$ cat config.mk
export PLATFORM = sky130hd
export DESIGN_NAME = lc3_isdu_fsm
export DESIGN_NICKNAME = d
export VERILOG_FILES = /design/src/rtl/lc3_isdu_fsm.sv
export SDC_FILE = /design/constraint.sdc
export NUM_CORES = 1
export LEC_CHECK = 0
export BUFFER_PORTS_ARGS = -buffer_cell sky130_fd_sc_hd__buf_4
export CAP_MARGIN = 10
export CORE_ASPECT_RATIO = 0.9
export CORE_MARGIN = 1
export CORE_UTILIZATION = 45
export CTS_BUF_LIST = sky130_fd_sc_hd__clkbuf_4 sky130_fd_sc_hd__clkbuf_8
export DETAILED_ROUTE_END_ITERATION = 6
export GPL_TIMING_DRIVEN = 1
export HOLD_SLACK_MARGIN = 0.15
export PLACE_DENSITY = 0.83
export SETUP_SLACK_MARGIN = 0.2
export SYNTH_ARGS = -nofsm -noshare
export SYNTH_HDL_FRONTEND = slang
export SYNTH_SLANG_ARGS = --single-unit
$ cat constraint.sdc
create_clock -name Clk -period 1.35 [get_ports Clk]
set_input_delay 0.0675 -clock Clk [delete_from_list [all_inputs] [get_ports Clk]]
set_output_delay 0.0675 -clock Clk [all_outputs]
set_load 0.02 [all_outputs]
$ cat src/rtl/lc3_isdu_fsm.sv
// lc3_isdu_fsm: LC-3 instruction sequencer; Moore FSM driving every datapath load, gate, mux select and SRAM strobe.
module lc3_isdu_fsm (
   input  logic       Clk,
   input  logic       Reset,
   input  logic       Run,
   input  logic       Continue,
   input  logic [3:0] Opcode,
   input  logic       IR_5,
   input  logic       BEN,
   output logic       LD_MAR,
   output logic       LD_MDR,
   output logic       LD_IR,
   output logic       LD_BEN,
   output logic       LD_CC,
   output logic       LD_REG,
   output logic       LD_PC,
   output logic       LD_LED,
   output logic       GatePC,
   output logic       GateMDR,
   output logic       GateALU,
   output logic       GateMARMUX,
   output logic [1:0] PCMUX,
   output logic       DRMUX,
   output logic       SR1MUX,
   output logic       SR2MUX,
   output logic       ADDR1MUX,
   output logic [1:0] ADDR2MUX,
   output logic [1:0] ALUK,
   output logic       Mem_OE,
   output logic       Mem_WE
);
   typedef enum logic [4:0] {
      halted, s18, s33_1, s33_2, s35, s32,
      s01, s05, s09, s00, s22, s12, s04, s21,
      s06, s25_1, s25_2, s27, s07, s23, s16_1, s16_2,
      pause_ir1, pause_ir2
   } state_t;
   state_t state, next;
   always_ff @(posedge Clk) state <= Reset ? halted : next;
   always_comb begin
      next       = state;
      LD_MAR     = 1'b0;
      LD_MDR     = 1'b0;
      LD_IR      = 1'b0;
      LD_BEN     = 1'b0;
      LD_CC      = 1'b0;
      LD_REG     = 1'b0;
      LD_PC      = 1'b0;
      LD_LED     = 1'b0;
      GatePC     = 1'b0;
      GateMDR    = 1'b0;
      GateALU    = 1'b0;
      GateMARMUX = 1'b0;
      PCMUX      = 2'b00;
      DRMUX      = 1'b0;
      SR1MUX     = 1'b0;
      SR2MUX     = 1'b0;
      ADDR1MUX   = 1'b0;
      ADDR2MUX   = 2'b00;
      ALUK       = 2'b00;
      Mem_OE     = 1'b1;
      Mem_WE     = 1'b1;
      case (state)
         halted: next = Run ? s18 : halted;
         s18: begin
            GatePC = 1'b1;
            LD_MAR = 1'b1;
            LD_PC  = 1'b1;
            next   = s33_1;
         end
         s33_1: begin
            Mem_OE = 1'b0;
            next   = s33_2;
         end
         s33_2: begin
            Mem_OE = 1'b0;
            LD_MDR = 1'b1;
            next   = s35;
         end
         s35: begin
            GateMDR = 1'b1;
            LD_IR   = 1'b1;
            next    = s32;
         end
         s32: begin
            LD_BEN = 1'b1;
            case (Opcode)
               4'b0001: next = s01;
               4'b0101: next = s05;
               4'b1001: next = s09;
               4'b0000: next = s00;
               4'b1100: next = s12;
               4'b0100: next = s04;
               4'b0110: next = s06;
               4'b0111: next = s07;
               4'b1101: next = pause_ir1;
               default: next = s18;
            endcase
         end
         s01, s05, s09: begin
            SR1MUX  = 1'b1;
            SR2MUX  = IR_5;
            GateALU = 1'b1;
            LD_REG  = 1'b1;
            LD_CC   = 1'b1;
            ALUK    = state == s01 ? 2'b00 : state == s05 ? 2'b01 : 2'b10;
            next    = s18;
         end
         s00: next = BEN ? s22 : s18;
         s22: begin
            ADDR2MUX = 2'b10;
            PCMUX    = 2'b10;
            LD_PC    = 1'b1;
            next     = s18;
         end
         s12: begin
            SR1MUX   = 1'b1;
            ADDR1MUX = 1'b1;
            PCMUX    = 2'b10;
            LD_PC    = 1'b1;
            next     = s18;
         end
         s04: begin
            GatePC = 1'b1;
            DRMUX  = 1'b1;
            LD_REG = 1'b1;
            next   = s21;
         end
         s21: begin
            ADDR2MUX = 2'b11;
            PCMUX    = 2'b10;
            LD_PC    = 1'b1;
            next     = s18;
         end
         s06, s07: begin
            SR1MUX     = 1'b1;
            ADDR1MUX   = 1'b1;
            ADDR2MUX   = 2'b01;
            GateMARMUX = 1'b1;
            LD_MAR     = 1'b1;
            next       = state == s06 ? s25_1 : s23;
         end
         s25_1: begin
            Mem_OE = 1'b0;
            next   = s25_2;
         end
         s25_2: begin
            Mem_OE = 1'b0;
            LD_MDR = 1'b1;
            next   = s27;
         end
         s27: begin
            GateMDR = 1'b1;
            LD_REG  = 1'b1;
            LD_CC   = 1'b1;
            next    = s18;
         end
         // Source register for the store data comes from IR[11:9], passed through the ALU
         s23: begin
            ALUK    = 2'b11;
            GateALU = 1'b1;
            LD_MDR  = 1'b1;
            next    = s16_1;
         end
         s16_1: begin
            Mem_WE = 1'b0;
            next   = s16_2;
         end
         s16_2: begin
            Mem_WE = 1'b0;
            next   = s18;
         end
         pause_ir1: begin
            LD_LED = 1'b1;
            next   = Continue ? pause_ir2 : pause_ir1;
         end
         pause_ir2: next = Continue ? pause_ir2 : s18;
         default: next = halted;
      endcase
   end
endmodule

==> summary by stage, run 1 <==
Synth
The cell count after synthesis came out at 137. In this run, synthesis inferred 0 flip-flops with an integrated enable. After synthesis, the share of flip-flops with an asynchronous set or reset is 0%.

In this run the mean area of a mapped cell was 6.37 um2. During synthesis, Yosys emitted a total of 0 warnings. The area of the mapped netlist is 873 um2. After synthesis, flip-flops and latches occupy 11.5% of the total area.

The register bit count reported by yosys is 5. When the netlist entered floorplanning its net count stood at 147. In the synthesized netlist the dominant register cell turns out to be sky130_fd_sc_hd__dfxtp_1. The synthesized netlist contains 42 unique library cells.

Placement
The count of buffers added on input and output ports is 32. Routability-driven placement finished with a final weighted congestion of 0.880. The placed wire-length estimate after detailed placement is 2.72 mm.

Floorplan
The I/O pin total is 34. The die height is 43.8 um. For this configuration, the core starts out at a cell density of 49.9%.

From left edge to right edge, the die measures 48.4 um. After floorplanning, the core was divided into 14 placement rows.

Clock network
The post-CTS setup buffer count is 4. For this design, the sink count on the clock tree is 5. For this design, the CTS-stage hold fixing added 3 buffers.

The post-cts gate resize count is 46. CTS placed an instance of sky130_fd_sc_hd__clkbuf_4 at the clock tree root. The maximum count of clock buffers along a single path is 2. The number of H-tree levels is 1. In this run, CTS created clock tree buffers numbering 3.

Run status
The first error in the log reads "[ERROR DPL-0033] detailed placement checks failed during check placement". It got as far as clock tree synthesis (4_1_cts) and failed there. The flow did not finish.
-- kinds of logic after synthesis --
| kind of cell | share of synthesized area, % |
|---|---|
| compound gates | 32.8 |
| xor+xnor | 2.01 |
| simple gates | 42.3 |
| other cells | 0.429 |
| flops | 11.5 |
| buf+inv | 9.89 |
| fa+ha+maj | 1.15 |
-- synthesized netlist by cell type (2+ instances only) --
| library cell | number | area share, % |
|---|---|---|
| sky130_fd_sc_hd__a21oi_1 | 16 | 9.2 |
| sky130_fd_sc_hd__buf_2 | 12 | 6.9 |
| sky130_fd_sc_hd__nand2b_1 | 12 | 8.6 |
| sky130_fd_sc_hd__nand2_1 | 10 | 4.3 |
| sky130_fd_sc_hd__nor2_1 | 10 | 4.3 |
| sky130_fd_sc_hd__nor2b_1 | 6 | 4.3 |
| sky130_fd_sc_hd__nor3_1 | 6 | 3.4 |
| sky130_fd_sc_hd__dfxtp_1 | 5 | 11 |
| sky130_fd_sc_hd__o22ai_1 | 5 | 3.6 |
| sky130_fd_sc_hd__a31oi_1 | 4 | 2.9 |
| sky130_fd_sc_hd__nand3b_1 | 4 | 3.4 |
| sky130_fd_sc_hd__a22oi_1 | 3 | 2.6 |
| sky130_fd_sc_hd__and2_1 | 3 | 2.1 |
| sky130_fd_sc_hd__and3_1 | 3 | 2.1 |
| sky130_fd_sc_hd__inv_1 | 3 | 1.3 |
| sky130_fd_sc_hd__nand3_1 | 3 | 1.7 |
| sky130_fd_sc_hd__nor3b_1 | 3 | 2.6 |
| sky130_fd_sc_hd__o21ai_1 | 3 | 1.7 |
| sky130_fd_sc_hd__o21ai_0 | 2 | 1.1 |
| sky130_fd_sc_hd__o2bb2ai_1 | 2 | 2.0 |
-- through the flow --
stage | hold slack, ns | std cells | area (um2) | setup TNS, ns | setup slack [ns]
detailed placement | 0.257 | 205 | 1470 | -0.397 | -0.135
global placement | 0.254 | 205 | 1470 | -0.0958 | -0.0335
floorplan | 0.129 | 137 | 1120 | 0 | 0.0656
==> inputs of run 2 (changes only) <==
==> config.mk (replaced) <==
export PLATFORM = sky130hd
export DESIGN_NAME = lc3_isdu_fsm
export DESIGN_NICKNAME = d
export VERILOG_FILES = /design/src/rtl/lc3_isdu_fsm.sv
export SDC_FILE = /design/constraint.sdc
export NUM_CORES = 1
export LEC_CHECK = 0
export BUFFER_PORTS_ARGS = -buffer_cell sky130_fd_sc_hd__buf_4
export CAP_MARGIN = 10
export CORE_AREA = 2 2 63 65
export DETAILED_ROUTE_END_ITERATION = 6
export DIE_AREA = 0 0 65 67
export GPL_TIMING_DRIVEN = 1
export PLACE_DENSITY_LB_ADDON = 0.15
export SYNTH_ARGS = -nofsm -noshare
export SYNTH_HDL_FRONTEND = slang
export SYNTH_SLANG_ARGS = --single-unit
==> run 2 against run 1 <==
Net effect:
- the flow now finishes, with violations (negative setup slack)
- synthesized cell count unchanged
- synthesized area unchanged
==> summary by stage, run 2 <==
Power
In this run, flip-flops and latches consume 16.6% of the power. In this run, the combinational gates consume 55.2% of the power. The part of the power in the clock network is 28.1%.

Summing internal, switching and leakage power gives 1.00 mW. The internal portion of total power is 0.640 mW. The power per standard cell area is 508 mW/mm2. Summed over all nets, the switching power comes to 0.361 mW.

The net switching fraction of the power is 36.0%. For this design the static power due to leakage is 0.853 nW. The worst voltage drop across the vdd grid is 0.275 mV.

Synth
The share of synthesized cell area in and, or, nand and nor gates is 42.3%. The number of nets in the synthesized netlist is 147. The XOR/XNOR share of the synthesized area is 2.01%.

The most frequently used cell type in the post-synthesis netlist is sky130_fd_sc_hd__a21oi_1. The synthesized instance count is 137. The number of enable-type register cells in the synthesized netlist is 0. Yosys attributes the largest share of cell area to sky130_fd_sc_hd__dfxtp_1, sky130_fd_sc_hd__a21oi_1, sky130_fd_sc_hd__nand2b_1.

The cell area that synthesis handed to floorplanning was 873 um2. After synthesis, the share of flip-flops with an asynchronous set or reset is 0%. The biggest area consumer among synthesized cells is sky130_fd_sc_hd__dfxtp_1. Sorting the synthesized cells by how often they occur yields sky130_fd_sc_hd__a21oi_1, sky130_fd_sc_hd__buf_2, sky130_fd_sc_hd__nand2b_1, sky130_fd_sc_hd__nand2_1, sky130_fd_sc_hd__nor2_1.

The sequential cell area fraction in the yosys report is 11.5%. The synthesized netlist devotes 32.8% of its cell area to compound gates. The combinational family with the most area after synthesis is simple AND/OR/NAND/NOR gates.

The Yosys step of the flow raised 0 warnings. For this run, the leading register cell type out of synthesis is sky130_fd_sc_hd__dfxtp_1. The post-synthesis area per instance is 6.37 um2. Of the total synthesized cell area, the portion taken by full adders, half adders and majority gates is 1.15%. The fraction of synthesized area in multiplexers is 0%. The register bit count reported by yosys is 5. The area share of the largest cell type after synthesis is 11.5%. The distinct cell type count after synthesis is 42.

Placement
In this run the tool buffered the top-level ports with 32 buffer cells. Routability-driven placement finished with a final weighted congestion of 0.811. The HPWL after detailed placement is 2.50 mm. In this run, placement finished with an instance count of 236. OpenSTA, run right after detailed placement, puts the worst setup slack at -0.132 ns.

Setup path
The kind of end point of the critical path is an output port. Of all nets on the critical path, the largest fanout is 6. The peak per-stage delay on the critical path is 0.36 ns. The endpoint required time on the critical path is 1.28 ns. The most frequent cell on the critical path is sky130_fd_sc_hd__buf_4. The critical path in this run is classified as flip-flop to output port. Walking the worst path, the cells encountered are buf_6 -> buf_4 -> a22oi_2 -> nand2b_4 -> o41ai_2 -> buf_4.

The worst setup path is launched from a flip-flop. The slowest stage of the critical path is the sky130_fd_sc_hd__dfxtp_4 cell. Data arrives at the worst endpoint at 1.45 ns.

Global route
For this run, global-route usage on met2 was measured as 31.4%. The first global-routing pass estimated 5.71 mm of wire. The fraction of met3 tracks used by global routing is 1.35%. The layer flagged by global routing as most heavily used is met2. The residual overflow from global routing is 0. Global routing used 16.4% of the available tracks across all layers. The largest net degree at the start of global routing is 12.

The initial antenna violation count came to 0. The met1 track utilization from global routing is 19.3%. The via count of the first global-routing pass is 1236.

Drt
Before antenna repair, the detailed router went through 4 iterations. The number of nets still failing antenna checks after routing is 0. The number of vias in the routed layout is 1323. The final layout contains routed wiring with a total length of 3.65 mm. The number of DRC violations after detailed routing is 0.

The routed via count divided by cell count is 4.99. The violation count after the first detailed-routing iteration is 38. The average wire length per cell after detail routing is 13.8 um.

Floorplan
In this run the horizontal extent of the chip is 65 um. In this run the vertical extent of the chip is 67 um. The I/O pin total is 34.

The total area inside the core boundary comes to 0.00361 mm2. The die covers 0.00436 mm2. After floorplanning, the core was divided into 22 placement rows.

The initial core utilization is 24.2%.

Clock network
Counting along the longest clock path gives a buffer depth of 2. Clock-pin slew was measured on the worst setup and hold paths at 0.04 ns. The clock root buffer master is sky130_fd_sc_hd__clkbuf_8. TritonCTS built the clock tree. The later pin in the worst-skew pair is clocked with a latency of 0.23 ns. In this run the number of H-tree levels came out at 1. The number of clock sinks is 5. The CTS buffer count is 3.

Finish
Cells fill 54.6% of the core in the end. The largest registers in the layout are state: 5 flops. The register with the most flip-flops in the layout has 5 of them. The post-layout instance count excluding filler cells is 265. The library cells used most frequently in the layout, excluding fill and tap cells, are sky130_fd_sc_hd__buf_4, sky130_fd_sc_hd__buf_6, sky130_fd_sc_hd__a21oi_1. The library cell used most frequently in the layout, excluding fill and tap cells, is sky130_fd_sc_hd__buf_4. The register containing the most flip-flops in the final layout is state.

The number of nets at the end of the flow is 228. 0 antenna diodes ended up in the layout. The area growth from synthesis to layout is 126%. In the final layout, the share of cells above drive strength 1 is 68.2%. Counting the fill cells in the layout gives 337.

STA
The final number of max-transition violations came to 0. The smallest setup slack after layout is -0.170 ns. Setup repair after global routing could not meet its margin everywhere. The count of endpoints failing hold in the final timing report is 0.

For the finished layout, the period the worst path requires is 1.52 ns. The count of endpoints failing setup in the final report is 26. Of the available clock period, the critical path in the final layout requires 113%. Timing would allow up to 658 MHz. For the final database, setup skew stands at 0.00434 ns.

Worst hold path
The tightest min-delay check is of the primary input to flip-flop type.

Run status
The checks that failed: negative setup slack. The run finished, with violations left.

Flow run
The max-capacitance violation count is 0.
[run 2: area by class of cell]
cell class	count	area [um2]	area share, %
multi-input cells	114	948	48.1
repair buffers	90	786	39.9
flip-flops and latches	5	116	5.90
well taps	48	60.1	3.05
clock buffers	4	45.0	2.29
inverters	4	15.0	0.762
[run 2: stage by stage]
step	instance area, um2	hold WS (ns)	TNS (ns)
final	1970	0.0464	-2.49
after global routing	1970	0.0467	-4.02
after CTS	1710	0.0220	-2.27
after detailed placement	1390	0.261	-0.718
after global placement	1390	0.272	-0.672
after floorplan	910	0.137	-0.149
[run 2: final timing paths]
path         startpoint        to  slack [ns]  cells past startpoint
max            state[3]    LD_MAR       -0.17                      6
min               Reset  state[2]        0.05                      2
max reg2reg    state[2]  state[4]       -0.03                      6
min reg2reg    state[3]  state[1]        0.75                      3
[run 2: power by group through the flow]
stage                     registers (mW)  clock network (mW)  logic (mW)
after floorplan                    0.168                   0       0.222
after global placement             0.168                   0       0.399
after detailed placement           0.168                   0       0.398
after CTS                          0.168               0.278       0.474
after global routing               0.167               0.299       0.593
final                              0.167               0.282       0.553
[run 2: timing repair]
| action | 4_1_cts | 5_1_grt |
|---|---|---|
| gates resized for setup | 49 | 39 |
| setup buffers | 12 | 12 |
| pin swaps | 10 | 15 |
| hold buffers | 0 | 0 |
| setup endpoints to repair | 27 | 27 |
| cloned | 1 | 0 |
[run 2: worst max-delay path: cells and delay by family, from the launching register on]
kind	cells	cell delay [ns]
buffers and inverters	3	0.43
DFF	1	0.36
and+or+nand+nor	1	0.18
AOI/OAI and AO/OA	2	0.27
[run 2: layer usage]
layer  routed length (um)  share of wire [%]  up-vias
met5                    0                  0        -
li1                     -                  -      656
met2                 1970                 54       37
met1                 1440                 40      624
met4                   68                1.9        0
met3                  164                4.5        6
[run 2: cell families (layout without fill, tap and decap cells)]
family	count (synthesis)	count (layout)
fa+ha+maj	1	1
simple gates	65	65
xor+xnor	2	2
buf+inv	18	98
compound gates	45	45
flops	5	5
other cells	1	1
Note: power is estimated with default switching activity, not from simulation.
==> inputs of run 3 (changes only) <==
==> constraint.sdc (replaced) <==
create_clock -name Clk -period 1.3 [get_ports Clk]
set_input_delay 0.065 -clock Clk [delete_from_list [all_inputs] [get_ports Clk]]
set_output_delay 0.065 -clock Clk [all_outputs]
set_load 0.02 [all_outputs]
==> run 3 against run 2 <==
Net effect:
- the flow still finishes with violations (negative setup slack)
- clock skew fell by 0.0038 ns
- highest routed layer unchanged
- critical path type unchanged
- first-iteration DRC count fell by 29%
- die area did not move
- setup slack got worse by 0.065 ns
- count of clock-buffer cells in the layout did not move
- via count rose by 5.2%
==> summary by stage, run 3 (synthesized netlist as in run 2, its figures left out) <==
Finish
The final antenna diode count is 0. The number of nets at the end of the flow is 234. The area growth from synthesis to final layout is 144%. The post-layout instance count excluding filler cells is 271.

The largest registers in the layout are state: 5 flops. The register with the most flip-flops in the layout has 5 of them. Leaving out fill and tap cells, the most frequent cells in the layout are sky130_fd_sc_hd__buf_4, sky130_fd_sc_hd__buf_6, sky130_fd_sc_hd__a21oi_1. state holds more flip-flops than any other register. Leaving out fill and tap cells, the most frequent cell in the layout is sky130_fd_sc_hd__buf_4. Cells with a size suffix above 1 make up 71.3% of the layout.

Clock network
The CTS buffer count is 3. The number of clock sinks is 5. The clock reaches the later pin of the worst-skew pair after 0.22 ns.

The clock input transition at the sequential cells of the worst setup and hold paths is 0.04 ns. In this run the deepest clock path goes through 2 buffers. CTS built an H-tree with a depth of 1. Buffers inserted to repair hold after CTS numbered 0. TritonCTS built the clock tree. The clock root buffer master is sky130_fd_sc_hd__clkbuf_8.

Setup path
The data arrival at the endpoint of the critical path is 1.47 ns. The kind of start point of the critical path is a flip-flop. The most numerous cell type found on the critical path is sky130_fd_sc_hd__buf_6.

The critical path goes through buf_6 -> nand2b_4 -> or3_4 -> o22ai_2 -> buf_6. The peak per-stage delay on the critical path is 0.42 ns. The startpoint of the most critical register-to-register path is state[2]. In this run the worst path has a maximum fanout of 8.

The kind of end point of the critical path is an output port. The cell type group with the largest total delay on the critical path is flip-flops. The endpoint required time on the critical path is 1.24 ns. The critical path is of the flip-flop to output port type. The critical path contains buffers and inverters numbering 2 combined. For this design, the slowest cell found on the critical path is sky130_fd_sc_hd__dfxtp_4. The timing startpoint of the critical path is state[3].

STA
The final-layout worst hold slack is 0.0608 ns. Setup slack on the critical path of the routed design comes to -0.235 ns. The sum of negative setup slack is -4.00 ns.

The final number of max-transition violations was 0. The count of endpoints failing setup in the final report is 28. In the finished design, the share of the clock period the worst path needs comes to 118%.

Counting I/O delays and the setup requirement, the final critical path takes 1.53 ns. Setup repair after global routing could not meet its margin everywhere. Clock skew on the completed layout was measured at 0.000583 ns.

The highest attainable clock frequency is 652 MHz. The count of endpoints failing hold in the final timing report is 0.

Floorplan
Once the floorplan was initialized, standard cells occupied 24.2% of the core. The number of placement rows is 22. The region available for standard cell placement spans 0.00361 mm2.

For this design the top-level I/O count stands at 34. The horizontal die dimension is 65 um. The die height is 67 um. The die outline area is 0.00436 mm2.

Power
VDD sags by at most 0.270 mV. The total power of the final layout is 1.08 mW. In this run the power density over the cells is 506 mW/mm2. In this run the static leakage power is 0.910 nW.

Global route
The total overflow left after global routing is 0. The global-route wire length before repair is 5.75 mm. The initial antenna violation count was 0.

In the global route stage, overall resource usage came out at 17.1%. The largest net degree at the start of global routing is 15. The via count of the first global-routing pass is 1259.

Flow run
The tool flagged a number of max-cap violations equal to 0.

Run status
The run finished, with violations left. The final reports fail on negative setup slack.

Placement
After legalization and detailed placement, the total HPWL measured 2.60 mm. Buffers placed on the I/O ports in this run total 32. The post-placement cell count is 242. The final weighted congestion in routability-driven placement is 0.912.

Drt
The routed wire length is 4.01 mm. Summing over every cut layer, the via total after detailed routing is 1392. The detailed-routing iteration count for the pre-antenna-repair pass is 4. In this run, the number of DRC markers left after iteration 0 of detailed routing was 27.

Once detail routing completed, the nets flagged for antenna violations numbered 0. After detailed routing, the number of remaining DRC violations is 0. In the final routed layout, each cell accounts on average for 14.8 um. Dividing the detail-routed via count by the number of cells gives 5.14.

Worst hold path
The path category of the worst min-delay check is primary input to flip-flop. The startpoint identified for the worst hold timing path is Reset.
-- run 3: changes by cell type in the layout (fill, tap and decap cells not counted), sizes merged --
cell | previous run | this run
buf | 90 | 95
clkbuf | 4 | 5
-- run 3: path summary, 6_finish.rpt --
check,endpoint,slack [ns],cells past startpoint
worst max-delay path,GateALU,-0.23,5
worst min-delay path,state[2],0.06,2
worst max register to register,state[4],-0.13,6
worst min register to register,state[4],0.69,3
-- run 3: where the power goes --
part           switching (mW)  total (mW)  internal [mW]
Sequential             0.0166       0.178          0.161
Clock                  0.0782       0.289          0.211
Combinational           0.295       0.611          0.315
-- run 3: routing by layer --
layer | track usage [%] | vias up | wire [um]
met5 | 0 | - | 0
met1 | 19.7 | 670 | 1600
li1 | - | 666 | -
met3 | 0.845 | 10 | 155
met2 | 32.5 | 46 | 2170
met4 | 7.18 | 0 | 83
-- run 3: timing repair --
| action | in CTS | in global routing |
|---|---|---|
| setup endpoints to repair | 28 | 28 |
| pin swaps | 18 | 22 |
| setup buffers | 12 | 17 |
| resized for setup | 67 | 39 |
-- run 3: layout make-up --
class                      count  area [um2]
clock buffer                   4        45.0
fill                         331        1480
sequential                     5         116
tap                           48        60.1
inverter                       4        15.0
multi-input combinational    114         992
timing repair buffer          96         901
-- run 3: worst reg2reg max path: stages (launching register included) --
cell and delay (ns):
sky130_fd_sc_hd__dfxtp_4 0.37, sky130_fd_sc_hd__buf_6 0.14, sky130_fd_sc_hd__and2b_4 0.21, sky130_fd_sc_hd__nor3b_4 0.26, sky130_fd_sc_hd__buf_6 0.15, sky130_fd_sc_hd__nand4_1 0.08
sky130_fd_sc_hd__a31oi_1 0.14
-- run 3: stage by stage --
stage	cell area (um2)	setup WS [ns]	util [%]
2_1_floorplan	961	-0.0584	-
3_3_place_gp	1480	-0.145	41.2
3_5_place_dp	1480	-0.140	41.2
4_1_cts	1860	-0.216	51.7
5_1_grt	2130	-0.305	59.1
6_report	2130	-0.235	59.1
==> inputs of run 4 (changes only) <==
--- a/config.mk
+++ b/config.mk
@@ -8,6 +8,7 @@
 export BUFFER_PORTS_ARGS = -buffer_cell sky130_fd_sc_hd__buf_4
 export CAP_MARGIN = 10
 export CORE_AREA = 2 2 63 65
+export CTS_BUF_LIST = sky130_fd_sc_hd__clkbuf_4 sky130_fd_sc_hd__clkbuf_8
 export DETAILED_ROUTE_END_ITERATION = 6
 export DIE_AREA = 0 0 65 67
 export GPL_TIMING_DRIVEN = 1
==> run 4 against run 3 <==
Net effect:
- the flow still finishes with violations (negative setup slack)
- clock power grew 6%
- sequential power is essentially flat
- register-to-register slack lost 0.03 ns
- design area grew 0.65%
- utilization grew 0.38 points
- global-route usage shrank 0.11 points
- worst hold slack lost 0.0076 ns
- critical endpoint is now LD_BEN
==> summary by stage, run 4 (synthesized netlist as in run 2, its figures left out) <==
Finish
The total area of sequential cells is 119 um2. The number of nets at the end of the flow is 235. The register containing the most flip-flops in the final layout is state. The final antenna diode count is 0.

The fraction of final layout cells sized beyond drive strength 1 is 71.9%. The area growth from synthesis to final layout is 145%. The register with the most flip-flops in the layout has 5 of them. The library cell used most frequently in the layout, excluding fill and tap cells, is sky130_fd_sc_hd__buf_4.

The largest registers in the layout are state: 5 flops. After the flow finishes, the layout carries non-filler instances totaling 272. In the layout the commonest cells are sky130_fd_sc_hd__buf_4, sky130_fd_sc_hd__buf_6, sky130_fd_sc_hd__a21oi_2.

The number of fill cells in the layout is 321. The area taken by multi-input logic gates is 973 um2.

Drt
The violation count after the first detailed-routing iteration is 39. The average wire length per cell after detail routing is 14.2 um. The routed via count divided by cell count is 5.06. The pre-antenna-repair detailed-routing pass consisted of 4 iterations. The routed wire length is 3.86 mm. The number of DRC violations after detailed routing is 0. The number of nets still failing antenna checks after routing is 0. The number of vias in the routed layout is 1377.

Global route
The largest net degree at the start of global routing is 15. The initial antenna violation count is 0. In the global route stage, overall resource usage came out at 17.0%.

The via count of the first global-routing pass is 1260. The most heavily used metal layer in global routing is met2. The global-route wire length before repair is 5.71 mm.

The met1 track utilization from global routing is 20.4%. The met2 capacity usage during global routing is 31.4%. Global routing used 1.18% of the available met3 tracks. After global routing the overflow that remains totals 0.

Setup path
The data arrival at the endpoint of the critical path is 1.49 ns. In this run the worst path has a maximum fanout of 6. STA classifies the critical path startpoint as a flip-flop. Data on the critical path is required at its endpoint by 1.24 ns. The type of the setup path with the least slack is flip-flop to output port. STA classifies the critical path endpoint as an output port.

STA
Setup repair after global routing could not meet its margin everywhere. Static timing analysis puts the maximum clock frequency at 644 MHz. The sum of negative setup slack is -4.08 ns. The count of endpoints failing setup in the final report is 26. The final number of max-transition violations is 0. The smallest setup slack after layout is -0.254 ns. Counting I/O delays and the setup requirement, the final critical path takes 1.55 ns. The final clock skew is 0.00266 ns.

The count of endpoints failing hold in the final timing report was 0. The post-route fraction of the period consumed by the critical path is 120%.

Floorplan
The floorplan step set the die height to 67 um. The die outline area is 0.00436 mm2. The horizontal die dimension is 65 um. The floorplan core area is 0.00361 mm2. The initial core utilization is 24.2%. The number of placement rows is 22. The I/O pin total is 34.

Placement
After detailed placement, the design holds a cell count of 242. The port buffer count is 32. The final weighted congestion in routability-driven placement is 0.912. Once detailed placement completed, the half-perimeter wirelength came to 2.60 mm.

Clock network
The count of hold-fix buffers inserted at cts is 0. TritonCTS created 3 clock buffers. The clock insertion delay at the later pin of the skew report is 0.22 ns. No sink is reached through more buffers than the 2 on the longest clock path. TritonCTS built the clock tree. The clock drives 5 sinks.

Clock tree synthesis selected as its root buffer the cell sky130_fd_sc_hd__clkbuf_8. The clock input transition at the sequential cells of the worst setup and hold paths is 0.04 ns. The number of H-tree levels is 1.

Power
For this design the ratio of total power to cell area is 504 mW/mm2. The static leakage is 0.926 nW. The worst voltage drop across the vdd grid is 0.301 mV.

Run status
The flow ran to the end, but the final reports show violations. The final reports fail on negative setup slack.

Worst hold path
The path category of the worst min-delay check is primary input to flip-flop.

Flow run
The tool flagged a number of max-cap violations equal to 0.
[run 4: cell types whose count changed in the layout (fill, tap and decap cells not counted), moves of 2 or more]
cell | before | now
sky130_fd_sc_hd__a21oi_2 | 7 | 9
sky130_fd_sc_hd__buf_6 | 42 | 37
sky130_fd_sc_hd__nor2b_2 | 0 | 2
sky130_fd_sc_hd__nor2b_4 | 5 | 3
sky130_fd_sc_hd__a21oi_1 | 8 | 6
sky130_fd_sc_hd__buf_4 | 51 | 54
[run 4: layer usage]
layer | wire, um | part of all wire (%)
met5 | 0 | 0
met4 | 61 | 1.6
met3 | 131 | 3.4
met2 | 2060 | 53
met1 | 1600 | 42
[run 4: what timing repair did]
item,4_1_cts,5_1_grt
endpoints found under the setup margin,28,28
cloned,1,1
pin swaps,17,22
setup buffers,14,12
gates resized for setup,60,40
[run 4: stage by stage]
stage | utilization (%) | cell area (um2) | power, mW | worst slack [ns] | hold slack, ns
final | 59.4 | 2140 | 1.08 | -0.254 | 0.0532
after global routing | 59.4 | 2140 | 1.14 | -0.313 | 0.0539
after CTS | 51.4 | 1850 | 1.00 | -0.216 | 0.0293
after detailed placement | 41.2 | 1480 | 0.602 | -0.140 | 0.269
after global placement | 41.2 | 1480 | 0.601 | -0.145 | 0.270
after floorplan | - | 961 | 0.412 | -0.0584 | 0.134
[run 4: final cells by class]
cell class | instances | area share, %
repair buffers | 97 | 43.3
multi-input cells | 114 | 45.4
inverters | 4 | 0.701
flip-flops and latches | 5 | 5.55
clock buffers | 4 | 2.28
well taps | 48 | 2.80
[run 4: power breakdown]
| part | switching (mW) | internal [mW] | total (mW) |
|---|---|---|---|
| clock network | 0.0756 | 0.231 | 0.307 |
| logic | 0.289 | 0.306 | 0.596 |
| registers | 0.0155 | 0.161 | 0.177 |
[run 4: path summary, 6_finish.rpt]
check,start,endpoint,slack (ns),cells past startpoint
max,state[2],LD_BEN,-0.25,5
min,Reset,state[2],0.05,2
max reg2reg,state[2],state[4],-0.16,6
min reg2reg,state[4],state[1],0.75,3
[run 4: critical path: stages (launching register included)]
cell	delay [ns]
sky130_fd_sc_hd__dfxtp_4	0.37
sky130_fd_sc_hd__buf_6	0.14
sky130_fd_sc_hd__and2b_2	0.22
sky130_fd_sc_hd__nor3b_4	0.27
sky130_fd_sc_hd__buf_4	0.16
sky130_fd_sc_hd__buf_6	0.10
